## src/rtl/alu_pkg.sv

```systemverilog
// Shared types and helpers for the round-robin ALU arbiter slice.
// Holds the legal ALUControl encodings, the FSM states and the op legality check.
package alu_pkg;

    typedef enum logic [3:0] {
        OP_AND   = 4'b0000,
        OP_OR    = 4'b0001,
        OP_ADD   = 4'b0010,
        OP_SUB   = 4'b0110,
        OP_PASSB = 4'b0111
    } alu_op_t;

    typedef enum logic [1:0] {
        IDLE,
        EXEC,
        RESP
    } arb_state_t;

    function automatic logic is_legal_op(input logic [3:0] op);
        case (op)
            OP_AND, OP_OR, OP_ADD, OP_SUB, OP_PASSB: return 1'b1;
            default:                                 return 1'b0;
        endcase
    endfunction

endpackage

```

## src/rtl/alu.sv

```systemverilog
// Combinational 64-bit ALU with a zero flag; unknown control codes produce zero.
module alu
    import alu_pkg::*;
#(
    parameter int WIDTH = 64
) (
    input  logic [WIDTH-1:0] a_i,
    input  logic [WIDTH-1:0] b_i,
    input  logic [3:0]       control_i,
    output logic [WIDTH-1:0] result_o,
    output logic             zero_o
);

    always_comb begin
        result_o = '0;
        case (control_i)
            OP_AND:   result_o = a_i & b_i;
            OP_OR:    result_o = a_i | b_i;
            OP_ADD:   result_o = a_i + b_i;
            OP_SUB:   result_o = a_i - b_i;
            OP_PASSB: result_o = b_i;
            default:  result_o = '0;
        endcase
    end

    assign zero_o = (result_o == '0);

endmodule

```

## src/rtl/alu_arbiter_rr.sv

```systemverilog
// Combinational round-robin picker: searches from ptr_i+1 with wrap-around
// and returns a one-hot grant plus its index.
module rr_arbiter #(
    parameter int N  = 2,
    parameter int IW = 1
) (
    input  logic [N-1:0]  req_i,
    input  logic [IW-1:0] ptr_i,
    input  logic          en_i,
    output logic [N-1:0]  grant_o,
    output logic [IW-1:0] idx_o,
    output logic          found_o
);

    logic [IW-1:0] cand;

    always_comb begin
        grant_o = '0;
        idx_o   = '0;
        found_o = 1'b0;
        cand    = '0;
        for (int k = 1; k <= N; k++) begin
            cand = IW'((int'(ptr_i) + k) % N);
            if (en_i && !found_o && req_i[cand]) begin
                found_o       = 1'b1;
                grant_o[cand] = 1'b1;
                idx_o         = cand;
            end
        end
    end

endmodule

```

## src/rtl/alu_arbiter.sv

```systemverilog
// Shares one ALU among N requesters: round-robin accept, one execute cycle,
// then a held response to the granted requester until it is taken.
module alu_arbiter
    import alu_pkg::*;
#(
    parameter int N     = 2,
    parameter int WIDTH = 64,
    parameter int CNT_W = 32
) (
    input  logic                      clk,
    input  logic                      reset,
    input  logic [N-1:0]              req_valid,
    output logic [N-1:0]              req_ready,
    input  logic [N-1:0][WIDTH-1:0]   req_a,
    input  logic [N-1:0][WIDTH-1:0]   req_b,
    input  logic [N-1:0][3:0]         req_op,
    output logic [N-1:0]              rsp_valid,
    input  logic [N-1:0]              rsp_ready,
    output logic [WIDTH-1:0]          rsp_result,
    output logic                      rsp_zero,
    output logic                      rsp_err,
    output logic                      busy,
    output logic [CNT_W-1:0]          ops_done
);

    localparam int IW = $clog2(N);

    arb_state_t       state_q;
    logic [IW-1:0]    ptr_q;
    logic [IW-1:0]    gnt_q;
    logic [WIDTH-1:0] opA_q;
    logic [WIDTH-1:0] opB_q;
    logic [3:0]       opCode_q;
    logic [WIDTH-1:0] result_q;
    logic             zero_q;
    logic             err_q;
    logic [N-1:0]     rspValid_q;
    logic             busy_q;
    logic [CNT_W-1:0] opsDone_q;
    logic [CNT_W-1:0] opsDone_d;

    logic [N-1:0]     arbGrant;
    logic [IW-1:0]    arbIdx;
    logic             arbFound;
    logic             arbEn;
    logic [WIDTH-1:0] aluResult;
    logic             aluZero;

    // Gating with reset keeps req_ready low while reset is held, even with valids up.
    assign arbEn = (state_q == IDLE) && reset;

    rr_arbiter #(
        .N  (N),
        .IW (IW)
    ) u_rr_arbiter (
        .req_i   (req_valid),
        .ptr_i   (ptr_q),
        .en_i    (arbEn),
        .grant_o (arbGrant),
        .idx_o   (arbIdx),
        .found_o (arbFound)
    );

    alu #(
        .WIDTH (WIDTH)
    ) u_alu (
        .a_i       (opA_q),
        .b_i       (opB_q),
        .control_i (opCode_q),
        .result_o  (aluResult),
        .zero_o    (aluZero)
    );

    assign opsDone_d = opsDone_q + CNT_W'(1);

    always_ff @(posedge clk or negedge reset) begin
        if (!reset) begin
            state_q    <= IDLE;
            ptr_q      <= IW'(N - 1);
            gnt_q      <= '0;
            opA_q      <= '0;
            opB_q      <= '0;
            opCode_q   <= '0;
            result_q   <= '0;
            zero_q     <= 1'b0;
            err_q      <= 1'b0;
            rspValid_q <= '0;
            busy_q     <= 1'b0;
            opsDone_q  <= '0;
        end else begin
            case (state_q)
                IDLE: begin
                    if (arbFound) begin
                        opA_q    <= req_a[arbIdx];
                        opB_q    <= req_b[arbIdx];
                        opCode_q <= req_op[arbIdx];
                        gnt_q    <= arbIdx;
                        ptr_q    <= arbIdx;
                        busy_q   <= 1'b1;
                        state_q  <= EXEC;
                    end
                end
                EXEC: begin
                    // Illegal codes still take this cycle so latency is identical.
                    if (is_legal_op(opCode_q)) begin
                        result_q <= aluResult;
                        zero_q   <= aluZero;
                        err_q    <= 1'b0;
                    end else begin
                        result_q <= '0;
                        zero_q   <= 1'b0;
                        err_q    <= 1'b1;
                    end
                    rspValid_q <= N'(1) << gnt_q;
                    state_q    <= RESP;
                end
                RESP: begin
                    if (rsp_ready[gnt_q]) begin
                        opsDone_q  <= opsDone_d;
                        rspValid_q <= '0;
                        busy_q     <= 1'b0;
                        state_q    <= IDLE;
                    end
                end
                default: begin
                    state_q <= IDLE;
                end
            endcase
        end
    end

    assign req_ready  = arbGrant;
    assign rsp_valid  = rspValid_q;
    assign rsp_result = result_q;
    assign rsp_zero   = zero_q;
    assign rsp_err    = err_q;
    assign busy       = busy_q;
    assign ops_done   = opsDone_q;

endmodule

```

## config.mk

```make
export PLATFORM = sky130hd
export DESIGN_NAME = alu_arbiter
export DESIGN_NICKNAME = d
export VERILOG_FILES = /design/src/rtl/alu_pkg.sv /design/src/rtl/alu.sv /design/src/rtl/alu_arbiter_rr.sv /design/src/rtl/alu_arbiter.sv
export SDC_FILE = /design/constraint.sdc
export NUM_CORES = 1
export LEC_CHECK = 0
export ABC_AREA = 1
export BUFFER_PORTS_ARGS = -buffer_cell sky130_fd_sc_hd__buf_2
export CELL_PAD_IN_SITES_DETAIL_PLACEMENT = 0
export CELL_PAD_IN_SITES_GLOBAL_PLACEMENT = 1
export CORE_UTILIZATION = 42
export CTS_BUF_LIST = sky130_fd_sc_hd__clkbuf_8
export CTS_CLUSTER_DIAMETER = 80
export CTS_CLUSTER_SIZE = 12
export DETAILED_ROUTE_END_ITERATION = 8
export PLACE_DENSITY_LB_ADDON = 0.1
export SLEW_MARGIN = 20
export SYNTH_ARGS = -nofsm -noshare
export SYNTH_HDL_FRONTEND = slang
export SYNTH_SLANG_ARGS = --single-unit
```

## constraint.sdc

```tcl
create_clock -name clk -period 10.3 [get_ports clk]
set_input_delay 2.06 -clock clk [delete_from_list [all_inputs] [get_ports clk]]
set_output_delay 2.06 -clock clk [all_outputs]
set_load 0.005 [all_outputs]
```

After elaboration in Yosys (flattened, before gate mapping)
Cells that the tools add are included.

operators by class
  add/sub/neg operators = 5
  $lt $le $gt $ge = 6
  equality and inequality tests = 8
  shifts and indexed selects = 1
  mux-type cells = 35
  bitwise gates (word level) = 3
  reduce and logical (&&, ||, !) cells = 18

operator list
  kind                                                 count
  2-to-1 mux 64 bit                                    5
  one-hot mux 64 bit (5 select lines)                  1
  adder 64 bit                                         1
  bitwise AND 64 bit                                   1
  logical NOT 64 bit                                   1
  bitwise OR 64 bit                                    1
  subtractor 64 bit                                    1
  adder 32 x 1 -> 32 bit (second input constant)       1
  2-to-1 mux 1 bit                                     18
  == test 4 x 3 -> 1 bit (second input constant)       2
  < comparator 1 x 2 -> 1 bit (second input constant)  4
  2-to-1 mux 2 bit                                     4
  2-to-1 mux 4 bit                                     2
  AND reduction 2 bit                                  4
  logical AND 1 bit                                    6
  one-hot mux 2 bit (3 select lines)                   1
  OR reduction 5 bit                                   1
  == test 4 x 1 -> 1 bit (second input constant)       1
  == test 4 x 2 -> 1 bit (second input constant)       1
  logical NOT 4 bit                                    1
  inequality test 2 bit (second input constant)        2
  one-hot mux 2 bit (2 select lines)                   1
  nonzero test 2 bit                                   2
  AND reduction 3 bit                                  1
  other kinds (10)                                     13

storage, ports and cells
  flip-flop bits (word level) = 237
  input port bits = 270
  output and inout port bits = 103
  logic and storage cells = 88

Depth between registers and ports, before layout
  depth in word-level cells = 11
  mapped depth = 35
  mapped depth without buffers = 35

Cells and area by module
From an unflattened synthesis, not the netlist that was laid out.

unflattened totals
  cell total of the unflattened synthesis = 3364
  area, all modules = 20577.2 µm²

modules (own cells, without submodules)
  module       times used  cells each  area an instance (µm²)  sequential area each (µm²)
  alu_arbiter  1           1264        10874.2                 5931.9
  alu          1           2093        9673.0                  0.0
  rr_arbiter   1           7           30.0                    0.0

Worst setup path before layout
Ideal clock, no wire load.

  path kind = input-to-output
  start = in reset
  end = out req_ready[1]
  arrival time = 2.763 ns
  slack = 5.477 ns
  stages = 3
  cells stage by stage = nand3_1 -> nor2_1 -> clkbuf_1

between the ends
  word-level cells in the longest chain between the ends = 7

ends and longest elaborated chain
  item                            RTL line              RTL
  from (decl)                     alu_arbiter.sv:11     input logic reset,
  logical AND 1 bit *             alu_arbiter.sv:50     assign arbEn = (state_q == IDLE) && reset;
  logical AND 1 bit               alu_arbiter_rr.sv:24  if (en_i && !found_o && req_i[cand]) begin
  2-to-1 mux 1 bit                alu_arbiter_rr.sv:24
  logical NOT 1 bit               alu_arbiter_rr.sv:24
  logical AND 1 bit (2 in a row)  alu_arbiter_rr.sv:24
  2-to-1 mux 2 bit *              alu_arbiter_rr.sv:24
  to (decl)                       alu_arbiter.sv:13     output logic [N-1:0] req_ready,

Every way passes the cells marked *; elsewhere a longest branch is shown, timed or not.

Worst setup path in the final report
  start = reg opB_q[0]
  end = reg zero_q (netlist: rsp_zero)

between the ends
  word-level cells in the longest chain between the ends = 4

ends and longest elaborated chain
  item                                             RTL line            RTL
  from (decl)                                      alu_arbiter.sv:32   logic [WIDTH-1:0] opB_q;
  from (signal assigned)                           alu_arbiter.sv:95   opB_q <= req_b[arbIdx];
  subtractor 64 bit, or another cell as far along  alu.sv:20           OP_SUB: result_o = a_i - b_i;
  one-hot mux 64 bit (5 select lines) *            alu.sv:16           case (control_i)
  logical NOT 64 bit *                             alu.sv:26           assign zero_o = (result_o == '0);
  2-to-1 mux 1 bit *                               alu_arbiter.sv:105  if (is_legal_op(opCode_q)) begin
  to (signal assigned)                             alu_arbiter.sv:107  zero_q <= aluZero;
  to (decl)                                        alu_arbiter.sv:35   logic zero_q;

Marks and branches as above.
A chain may end at the register's enable or synchronous reset.

==> impl_metrics.yaml <==
routing:
  drtIter0Drc: 2536
  wl_met3_um: 8940
  dr_wl_met2_um: 36700
  vias: 22177
  met1_length_um: 40300
  dr.pass1.iters: 6
  via_per_inst: 5.55
  routed_wl_um: 88000
  highest_layer: "met4"
  postRouteAntennaNets: 0
  routedWlPerCell_um: 22.0
  route.detailed.drc: 0
floorplanning:
  start_util_pct: 42.5
  ios: 373
  core-area_um2: 45300
  rows: 78
  die_height_um: 216
  die_x_um: 216
  dieArea_um2: 46700
cells_and_area:
  final_common_cell: "nand2_1"
  num_antenna_cells: 0
  area_growth_pct: 15.2
  drive_gt1_share_pct: 14.3
  final_cell_mix: "765 x nand2_1, 480 x inv_1, 448 x nor2_1"
  nNetsFinal: 3715
timing:
  finalSetupViolations: 0
  worst_slew_pin_slew_ps: 995
  slew_violations: 0
  fmax_mhz: 172
  skew_ps: 63.2
  period_share_pct: 56.5
  timing.final.hold_violations: 0
  rsz0062_at_grt: "no"
  relSlewSlack_pct: 33.7
  finalCriticalPeriod_ps: 5820
  tns_ps: 0
clocking:
  path_clk_slew_ps: 80
  numCtsBuffers: 26
  ctsResizeCount: 0
  cts_setup_buffers: 0
  cts_max_path_buffers: 3
  clock-root-buffer: "clkbuf_8"
  insertion_delay_ps: 680
  cts_tree: "done"
  htreeDepth: 1
  clock_sinks: 237
  postCtsHoldBufs: 0
worst_setup_path:
  worstPathArrival_ps: 6390
  cp-end-kind: "flip-flop"
  ff2ff_setup_slack_ps: 4480
  critical-path-max-stage-delay_ps: 570
  path_common_cell: "nand2_1"
  cp.required_ps: 10870
  crit_fanout: 6
  crit_slowest_cell: "o21ai_0"
  critPathLaunchType: "flip-flop"
  critical_path_class: "reg2reg"
logic_synthesis:
  async_flop_share_pct: 100
  post_synth.cell_area_avg_um2: 6.28
  yosysWarnings: 0
  synth.net_count: 3401
  synthCells: 3063
  ys_seq_elements: 237
  synth_edf_count: 0
  seq_area_frac_synth_pct: 30.8
  synth.cell_area_um2: 19200
  yosys.cell_types.count: 48
  synth_ff_type: "dfrtp_1"
placement:
  numPortBuffers: 372
  gp_congestion: 1.01
  dpl.hpwl_um: 71100
global_routing:
  grt_max_degree: 167
  overflow: 0
  grt_pass1_vias: 20590
  grt_pass1_wl_um: 129000
  antenna_found_initial: 2
  grt_usage_pct: 36.9
pwr:
  pwr-share-clk_pct: 8.1
  comb_power_share_pct: 72.2
  power.leakage_nw: 12.0
  seqPwrFrac_pct: 19.7
  p_sw_mw: 5.13
  swShare_pct: 60.3
  p_per_area_nw_per_um2: 384
  ir_worst_vdd_v: 0.000147
  p_total_mw: 8.51
  cellInternalPower_mw: 3.38
outcome:
  status: "completed"
job:
  maxCapViolCount: 0
hold_path:
  holdCritPathClass: "reg2reg"
flip-flops by register name (all words and copies together), names as in the netlist:
register,flops
ops_done,32
rsp_valid,2
ptr_q,1
rsp_err,1
opA_q,64
rsp_zero,1
gnt_q,1
opCode_q,4
opB_q,64
busy,1
rsp_result,64
state_q,2
kinds of logic (layout without fill, tap and decap cells):
kind of cell               count (synthesis)  after routing  share of synthesized area (%)
xor gates and xnor gates                  88             88                           4.01
adders and majority gates                 68             68                           4.46
DFF                                      237            237                           30.8
and+or+nand+nor                         1500           1500                           32.5
buffers and inverters                    587            919                           11.5
AOI/OAI and AO/OA                        583            583                           16.7
cells in the mapped netlist (9+ instances only):
cell | n | area (um2)
o22ai_1 | 130 | 813
dfrtp_1 | 236 | 5910
nand3_1 | 152 | 761
buf_2 | 9 | 45.0
a21oi_1 | 83 | 415
o21ai_1 | 30 | 150
nand3b_1 | 18 | 135
nor4_1 | 14 | 87.6
a31oi_1 | 34 | 213
clkbuf_1 | 88 | 330
nand2_1 | 767 | 2880
nor3_1 | 27 | 135
o21ai_0 | 280 | 1400
inv_2 | 16 | 60.1
nor2_1 | 450 | 1690
inv_1 | 469 | 1760
xor2_1 | 77 | 674
xnor2_1 | 11 | 96.3
nand4_1 | 32 | 200
ha_1 | 67 | 838
per-layer routing:
layer	vias to the layer above	global-route usage (%)
met5	-	0
met4	0	8.12
met3	97	7.57
met2	1120	53.6
met1	10505	55.6
li1	10455	-
final timing paths:
path,start,endpoint,cells past startpoint
max,opB_q[0]$_DFFE_PN0P_,rsp_zero$_DFFE_PN0P_,29
min,ops_done[31]$_DFFE_PN0P_,ops_done[31]$_DFFE_PN0P_,1
max reg2reg,opB_q[0]$_DFFE_PN0P_,rsp_zero$_DFFE_PN0P_,29
min reg2reg,ops_done[31]$_DFFE_PN0P_,ops_done[31]$_DFFE_PN0P_,1
max in group asynchronous,reset,rsp_zero$_DFFE_PN0P_,2
min in group asynchronous,reset,ops_done[23]$_DFFE_PN0P_,1
layout make-up:
| type | count | area, um2 |
|---|---|---|
| Clock buffer | 26 | 358 |
| Clock inverter | 20 | 163 |
| Fill cell | 4888 | 23100 |
| Inverter | 485 | 1820 |
| Multi-Input combinational cell | 2239 | 11100 |
| Sequential cell | 237 | 5930 |
| Tap cell | 600 | 751 |
| Timing Repair Buffer | 388 | 2020 |
critical path, delay by kind of cell, from the launching register on:
kind,cells,cell delay (ps)
AOI/OAI and AO/OA,5,1460
xor gates and xnor gates,1,170
adders and majority gates,2,620
buffers and inverters,2,230
DFF,1,410
and+or+nand+nor,19,2800
per-stage QoR:
step | hold slack [ps] | setup slack (ps) | area (um2) | util, % | cells
after floorplan | 440 | 5480 | 19200 | - | 3063
after global placement | 453 | 4740 | 21600 | 47.7 | 3948
after detailed placement | 457 | 4650 | 21600 | 47.7 | 3948
after CTS | 471 | 4570 | 22100 | 48.9 | 3994
after global routing | 489 | 4050 | 22200 | 48.9 | 3995
final | 466 | 4480 | 22200 | 48.9 | 3995
power by group through the flow:
stage / clock [mW] / combinational (mW) / sequential [mW]
2_1_floorplan: 0 / 3.81 / 1.56
3_3_place_gp: 0 / 5.90 / 1.68
3_5_place_dp: 0 / 5.91 / 1.68
4_1_cts: 0.696 / 5.94 / 1.67
5_1_grt: 0.731 / 6.68 / 1.72
6_report: 0.690 / 6.14 / 1.68
Power figures use the tool's default switching activity.
